`src/rtl/alu_pkg.sv`:
```
// Shared encodings and widths for the sequential ALU controller and its datapath core.
package alu_pkg;

   localparam int unsigned DataW = 32;
   localparam int unsigned CntW  = 5;

   typedef enum logic [3:0] {
      OpAdd = 4'd0,
      OpSub = 4'd1,
      OpAnd = 4'd2,
      OpOr  = 4'd3,
      OpXor = 4'd4,
      OpNot = 4'd5,
      OpSla = 4'd6,
      OpSra = 4'd7,
      OpSrl = 4'd8
   } alu_op_e;

   typedef enum logic [1:0] {
      StIdle  = 2'd0,
      StShift = 2'd1,
      StDone  = 2'd2
   } state_e;

   function automatic logic is_shift(logic [3:0] op);
      return (op == OpSla) || (op == OpSra) || (op == OpSrl);
   endfunction

   function automatic logic is_legal(logic [3:0] op);
      return op <= OpSrl;
   endfunction

endpackage

```
`src/rtl/alu_core.sv`:
```
// Combinational ALU step: one arith/logic op or one 1-bit shift with carry-out.
// With ALU_SEQ_FAST_SHIFT_EN defined, shifts use a full barrel shift by b_i[4:0].
module alu_core import alu_pkg::*; (
   input  logic [3:0]       op_i,
   input  logic [DataW-1:0] a_i,
   input  logic [DataW-1:0] b_i,
   output logic [DataW-1:0] res_o,
   output logic             carry_o
);

   logic [DataW:0] sum;
`ifdef ALU_SEQ_FAST_SHIFT_EN
   logic [DataW:0]   ext;
   logic [CntW-1:0]  shamt;

   assign shamt = b_i[CntW-1:0];
`endif

   always_comb begin
      sum     = '0;
      res_o   = '0;
      carry_o = 1'b0;
`ifdef ALU_SEQ_FAST_SHIFT_EN
      ext     = '0;
`endif
      case (op_i)
         OpAdd: begin
            sum     = {1'b0, a_i} + {1'b0, b_i};
            res_o   = sum[DataW-1:0];
            carry_o = sum[DataW];
         end
         OpSub: begin
            sum     = {1'b0, a_i} + {1'b0, ~b_i} + {{DataW{1'b0}}, 1'b1};
            res_o   = sum[DataW-1:0];
            carry_o = sum[DataW];
         end
         OpAnd: res_o = a_i & b_i;
         OpOr:  res_o = a_i | b_i;
         OpXor: res_o = a_i ^ b_i;
         OpNot: res_o = ~a_i;
`ifdef ALU_SEQ_FAST_SHIFT_EN
         // Extra bit beside the word catches the last bit shifted out.
         OpSla: begin
            ext     = {1'b0, a_i} << shamt;
            res_o   = ext[DataW-1:0];
            carry_o = ext[DataW];
         end
         OpSra: begin
            ext     = $signed({a_i, 1'b0}) >>> shamt;
            res_o   = ext[DataW:1];
            carry_o = ext[0];
         end
         OpSrl: begin
            ext     = {a_i, 1'b0} >> shamt;
            res_o   = ext[DataW:1];
            carry_o = ext[0];
         end
`else
         OpSla: begin
            res_o   = {a_i[DataW-2:0], 1'b0};
            carry_o = a_i[DataW-1];
         end
         OpSra: begin
            res_o   = {a_i[DataW-1], a_i[DataW-1:1]};
            carry_o = a_i[0];
         end
         OpSrl: begin
            res_o   = {1'b0, a_i[DataW-1:1]};
            carry_o = a_i[0];
         end
`endif
         default: ;
      endcase
   end

endmodule

```
`src/rtl/alu_seq_ctrl.sv`:
```
// Sequential ALU controller: valid/ready request, iterative shifter FSM, held response.
// Define ALU_SEQ_FAST_SHIFT_EN to replace iterative shifting with a single-cycle barrel shift.
module alu_seq_ctrl import alu_pkg::*; (
   input  logic             clk,
   input  logic             rst_n,
   input  logic             req_valid,
   output logic             req_ready,
   input  logic [DataW-1:0] operandA,
   input  logic [DataW-1:0] operandB,
   input  logic [3:0]       aluOp,
   output logic             rsp_valid,
   input  logic             rsp_ready,
   output logic [DataW-1:0] res,
   output logic             zeroFlag,
   output logic             carryFlag,
   output logic             errFlag
);

   state_e           state_q, state_d;
   logic [DataW-1:0] res_q, res_d;
   logic             zero_q, zero_d;
   logic             carry_q, carry_d;
   logic             err_q, err_d;
   logic [3:0]       op_q, op_d;
   logic [CntW-1:0]  cnt_q, cnt_d;
   logic [CntW-1:0]  req_cnt;
   logic             accept, start_shift, in_shift;
   logic [3:0]       core_op;
   logic [DataW-1:0] core_a, core_res;
   logic             core_carry;

   assign req_cnt  = operandB[CntW-1:0];
   assign accept   = req_valid && (state_q == StIdle);
   assign in_shift = (state_q == StShift);

`ifdef ALU_SEQ_FAST_SHIFT_EN
   assign start_shift = 1'b0;
`else
   // The accept cycle already performs the first 1-bit step, so only counts >= 2 iterate.
   assign start_shift = is_shift(aluOp) && (req_cnt > CntW'(1));
`endif

   assign core_op = in_shift ? op_q  : aluOp;
   assign core_a  = in_shift ? res_q : operandA;

   alu_core u_core (
      .op_i    (core_op),
      .a_i     (core_a),
      .b_i     (operandB),
      .res_o   (core_res),
      .carry_o (core_carry)
   );

   always_ff @(posedge clk or negedge rst_n) begin
      if (!rst_n) begin
         state_q <= StIdle;
      end else begin
         state_q <= state_d;
      end
   end

   always_comb begin
      state_d = state_q;
      case (state_q)
         StIdle:  if (accept) state_d = start_shift ? StShift : StDone;
         StShift: if (cnt_q == CntW'(1)) state_d = StDone;
         StDone:  if (rsp_ready) state_d = StIdle;
         default: state_d = StIdle;
      endcase
   end

   always_comb begin
      req_ready = (state_q == StIdle);
      rsp_valid = (state_q == StDone);
   end

   always_ff @(posedge clk or negedge rst_n) begin
      if (!rst_n) begin
         res_q   <= '0;
         zero_q  <= 1'b0;
         carry_q <= 1'b0;
         err_q   <= 1'b0;
         op_q    <= '0;
         cnt_q   <= '0;
      end else begin
         res_q   <= res_d;
         zero_q  <= zero_d;
         carry_q <= carry_d;
         err_q   <= err_d;
         op_q    <= op_d;
         cnt_q   <= cnt_d;
      end
   end

   always_comb begin
      res_d   = res_q;
      zero_d  = zero_q;
      carry_d = carry_q;
      err_d   = err_q;
      op_d    = op_q;
      cnt_d   = cnt_q;
      if (accept) begin
         op_d  = aluOp;
         err_d = 1'b0;
         cnt_d = '0;
         if (!is_legal(aluOp)) begin
            res_d   = '0;
            zero_d  = 1'b1;
            carry_d = 1'b0;
            err_d   = 1'b1;
         end else if (is_shift(aluOp) && (req_cnt == '0)) begin
            res_d   = operandA;
            zero_d  = (operandA == '0);
            carry_d = 1'b0;
         end else begin
            res_d   = core_res;
            zero_d  = (core_res == '0);
            carry_d = core_carry;
            if (start_shift) cnt_d = req_cnt - CntW'(1);
         end
      end else if (in_shift) begin
         res_d   = core_res;
         zero_d  = (core_res == '0);
         carry_d = core_carry;
         cnt_d   = cnt_q - CntW'(1);
      end
   end

   assign res       = res_q;
   assign zeroFlag  = zero_q;
   assign carryFlag = carry_q;
   assign errFlag   = err_q;

endmodule

```
`config.mk`:
```
export PLATFORM = sky130hd
export DESIGN_NAME = alu_seq_ctrl
export DESIGN_NICKNAME = d
export VERILOG_FILES = /design/src/rtl/alu_pkg.sv /design/src/rtl/alu_core.sv /design/src/rtl/alu_seq_ctrl.sv
export SDC_FILE = /design/constraint.sdc
export NUM_CORES = 1
export LEC_CHECK = 0
export CORE_ASPECT_RATIO = 2
export CORE_UTILIZATION = 49
export CTS_CLUSTER_DIAMETER = 60
export DETAILED_ROUTE_END_ITERATION = 6
export MAX_ROUTING_LAYER = met4
export PLACE_DENSITY = 0.7
export SLEW_MARGIN = 10
export SYNTH_ARGS = -nofsm -noshare
export SYNTH_HDL_FRONTEND = slang
export SYNTH_SLANG_ARGS = --single-unit
export TNS_END_PERCENT = 30
```
`constraint.sdc`:
```
create_clock -name clk -period 5.71 [get_ports clk]
set_input_delay 0.8565 -clock clk [delete_from_list [all_inputs] [get_ports clk]]
set_output_delay 0.8565 -clock clk [all_outputs]
set_load 0.02 [all_outputs]
```
==> impl_summary.log <==
[metrics] crit start category: register
[metrics] global-route wire length before repair: 63.9 mm
[metrics] fraction of synthesis flops using an asynchronous set or reset pin: 100%
[metrics] Power, Total: 4.37 mW
[metrics] RSZ-0062 raised after global routing: no
[metrics] Max rail drop VDD: 0.203 mV
[metrics] clock latency on the worst-skew pair: 320 ps
[metrics] clock-pin slew on the worst setup and hold paths: 70 ps
[metrics] share of the core filled with cells: 59.4%
[metrics] Worst path max stage delay: 850 ps
[metrics] part of the cycle the worst path needs: 96.4%
[metrics] DRC: 3
[metrics] mean cell area of the mapped netlist: 7.05 um2
[metrics] min-delay worst type: register to register
[metrics] hpwl dp: 33.7 mm
[metrics] transition time of the tightest slew-check pin: 1100 ps
[metrics] Detailed Route WL: 43.4 mm
[metrics] Gates resized, CTS repair: 0
[metrics] number of buffers created by CTS: 5
[metrics] Total Routing Usage GR: 46.8%
[metrics] setup violation total in the final timing report: 0
[metrics] met3 global-route usage: 7.82%
[metrics] final number of max-transition violations: 0
[metrics] leakage power total: 4.47 nW
[metrics] synth unique cells: 80
[metrics] peak clock frequency supported by timing: 182 MHz
[metrics] failing checks: design-rule violations
[metrics] met2 Track Usage GR: 74.8%
[metrics] least setup slack across all paths after layout: 205 ps
[metrics] total die area: 18500 um2
[metrics] relative slew slack: 24.6%
[metrics] detailed-routing iteration count for the pre-antenna-repair pass: 7
[metrics] routed length per instance: 28.0 um
[metrics] maximum buffer depth of the clock tree: 2
[metrics] global placement routability congestion: 1.06
[metrics] layout overhead on the synthesized area: 17.9%
[metrics] number of synthesized register bits: 46
[metrics] crit path max fanout: 19
[metrics] CP bufs+invs: 1
[metrics] summed instance area of the synthesized netlist: 8790 um2
[metrics] crit path capture type: register
[metrics] number of antenna violations at the first check in global routing: 1
[metrics] final count of hold timing violations: 0
[metrics] cell at the root of the clock tree: sky130_fd_sc_hd__clkbuf_16
[metrics] fraction of final layout cells sized beyond drive strength 1: 7.24%
[metrics] Iter 0 DRT Violations: 1102
[metrics] result of the run: finished with violations
[metrics] Clock Skew: 4.68 ps
[metrics] die width: 96.7 um
[metrics] commonest cells after routing, fill and taps aside: sky130_fd_sc_hd__nand2_1 (125), sky130_fd_sc_hd__nor2_1 (125), sky130_fd_sc_hd__a21oi_1 (115), sky130_fd_sc_hd__clkdlybuf4s50_1 (107), sky130_fd_sc_hd__inv_1 (103)
[metrics] register area share after synthesis: 13.1%
[metrics] number of buffers inserted by hold repair at cts: 0
[metrics] Port Buffers: 108
[metrics] CP Cell Sequence: nor2b_4 > buf_4 > mux2_2 > ha_1 > nor2_1 > o311ai_0 > a21oi_1 > a2bb2oi_1 > a31o_2 > o41ai_1 > o21ai_0 > and4_1 > nand4_1 > o21ai_1
[metrics] Final Critical Period: 5500 ps
[metrics] count of fill cells added during filler insertion: 1711
[metrics] total number of vias: 11200
[metrics] vias in the first global route: 10800
[metrics] num rows: 68
[metrics] Hold WS: 520 ps
[metrics] final antenna-violating net count: 0
[metrics] slowest cell on the critical path: sky130_fd_sc_hd__o21ai_0
[metrics] number of sinks driven by the clock tree: 46
[metrics] CP Data Required Time: 5950 ps
[metrics] chip height: 191 um
[metrics] number of synthesis warnings: 0
[metrics] aggregate negative setup slack: 0 ps
[metrics] clock tree from TritonCTS: built
[metrics] H-tree lvl count: 2
[metrics] number of synthesized flops with an enable pin: 0
[metrics] ys flop type: sky130_fd_sc_hd__dfrtp_1
[metrics] final layout net count: 1512
[metrics] arrival time reported for the critical path endpoint: 5750 ps
[metrics] initial cell density of the core: 50.4%
[metrics] Congestion Overflow GR: 0
[metrics] met1 Resource Use GR: 47.9%
[metrics] synthesized instance count: 1247
[metrics] GR peak layer: met2
[metrics] power density of the placed cells: 422 nW/um2
[metrics] Largest delay share family, worst path: compound AO/OA/AOI/OAI gates
[metrics] placeable core region: 17400 um2
[metrics] average vias per placed instance: 7.24
[metrics] placement-stage worst setup slack: 427 ps
[metrics] I/O Pins: 109
[metrics] # Post-CTS Setup Buffers: 0
[metrics] maximum number of pins on one net before global-route repair: 47
[metrics] kind of critical path: register to register
[metrics] count of maximum capacitance violations: 0
[metrics] synthesized net count: 1421
==> power breakdown <==
group          switching, mW  leakage (nW)  internal (mW)
combinational           2.16          3.84           1.24
sequential             0.165         0.560          0.488
clock                  0.152        0.0698          0.163
==> routing by layer <==
metal	wire length (um)	vias to the layer above
met4	5150	0
met5	0	-
met3	4250	317
met2	20100	831
li1	-	4854
met1	13900	5227
==> worst reg2reg max path, cell delays in order (launching register included) <==
cell	delay [ps]
sky130_fd_sc_hd__dfrtp_1	490
sky130_fd_sc_hd__nor2b_4	620
sky130_fd_sc_hd__buf_4	310
sky130_fd_sc_hd__mux2_2	410
sky130_fd_sc_hd__ha_1	420
sky130_fd_sc_hd__nor2_1	140
sky130_fd_sc_hd__o311ai_0	320
sky130_fd_sc_hd__a21oi_1	480
sky130_fd_sc_hd__a2bb2oi_1	390
sky130_fd_sc_hd__a31o_2	360
sky130_fd_sc_hd__o41ai_1	90
sky130_fd_sc_hd__o21ai_0	850
sky130_fd_sc_hd__and4_1	330
sky130_fd_sc_hd__nand4_1	100
sky130_fd_sc_hd__o21ai_1	130
==> cells by family (layout without fill, tap and decap cells) <==
| group | after synthesis | after routing | share of synthesized area [%] |
|---|---|---|---|
| flip-flops | 46 | 46 | 13.1 |
| other | 0 | 1 | 0 |
| AND/OR/NAND/NOR | 412 | 412 | 22.2 |
| multiplexers | 27 | 27 | 3.43 |
| buffers and inverters | 180 | 272 | 8.14 |
| AO/OA/AOI/OAI | 462 | 462 | 36.7 |
| XOR/XNOR | 18 | 18 | 1.79 |
| adder cells (fa/ha/maj) | 102 | 102 | 14.7 |
==> flip-flops by register name, summed over array words and instances (netlist names) <==
signal and cells:
carryFlag 1, cnt_q 5, errFlag 1, op_q 4, res 32, state_q 2, zeroFlag 1
==> worst paths after layout <==
check	cells after the start	startpoint	slack, ps	end
setup reg to reg	14	state_q[1]$_DFFE_PN0P_	210	zeroFlag$_DFFE_PN0P_
max in group asynchronous	1	rst_n	4250	res[23]$_DFFE_PN0P_
setup / recovery	14	state_q[1]$_DFFE_PN0P_	210	zeroFlag$_DFFE_PN0P_
hold reg to reg	2	res[27]$_DFFE_PN0P_	520	res[27]$_DFFE_PN0P_
hold / removal	2	res[27]$_DFFE_PN0P_	520	res[27]$_DFFE_PN0P_
min in group asynchronous	1	rst_n	760	res[5]$_DFFE_PN0P_
==> area by class of cell <==
class	instances	area [um2]	area share [%]
multi-input cells	1021	6940	67.0
inverters	104	390	3.77
well taps	210	263	2.54
repair buffers	160	1470	14.2
flip-flops and latches	46	1150	11.1
clock inverters	3	21.3	0.205
clock buffers	5	125	1.21
diodes	1	2.50	0.0242
==> cells in the mapped netlist, drive strengths merged (11+ instances only) <==
cell type	count	area share [%]
nand3	20	1.1
o2111ai	11	1.1
nor2	130	5.6
a22oi	19	1.6
nand2	125	5.3
nand2b	20	1.5
o31ai	16	1.4
mux2i	15	1.9
buf	22	1.4
a31oi	14	1.1
xnor2	13	1.3
ha	100	14
nor4	20	1.4
mux2	12	1.5
a211oi	18	1.5
a221oi	22	2.2
dfrtp	46	13
nor3	27	1.5
a21oi	115	6.5
o22ai	40	3.0
a221o	17	1.9
o211ai	11	0.94
clkbuf	54	2.3
o21ai	59	3.4
nor2b	20	1.5
inv	103	4.4
o221ai	21	2.1
==> through the flow <==
step | instance area, um2 | instances
after global placement | 10200 | 1541
after global routing | 10400 | 1550
final | 10400 | 1550
after floorplan | 8790 | 1247
after detailed placement | 10200 | 1541
after CTS | 10400 | 1549
Power figures use the tool's default switching activity.
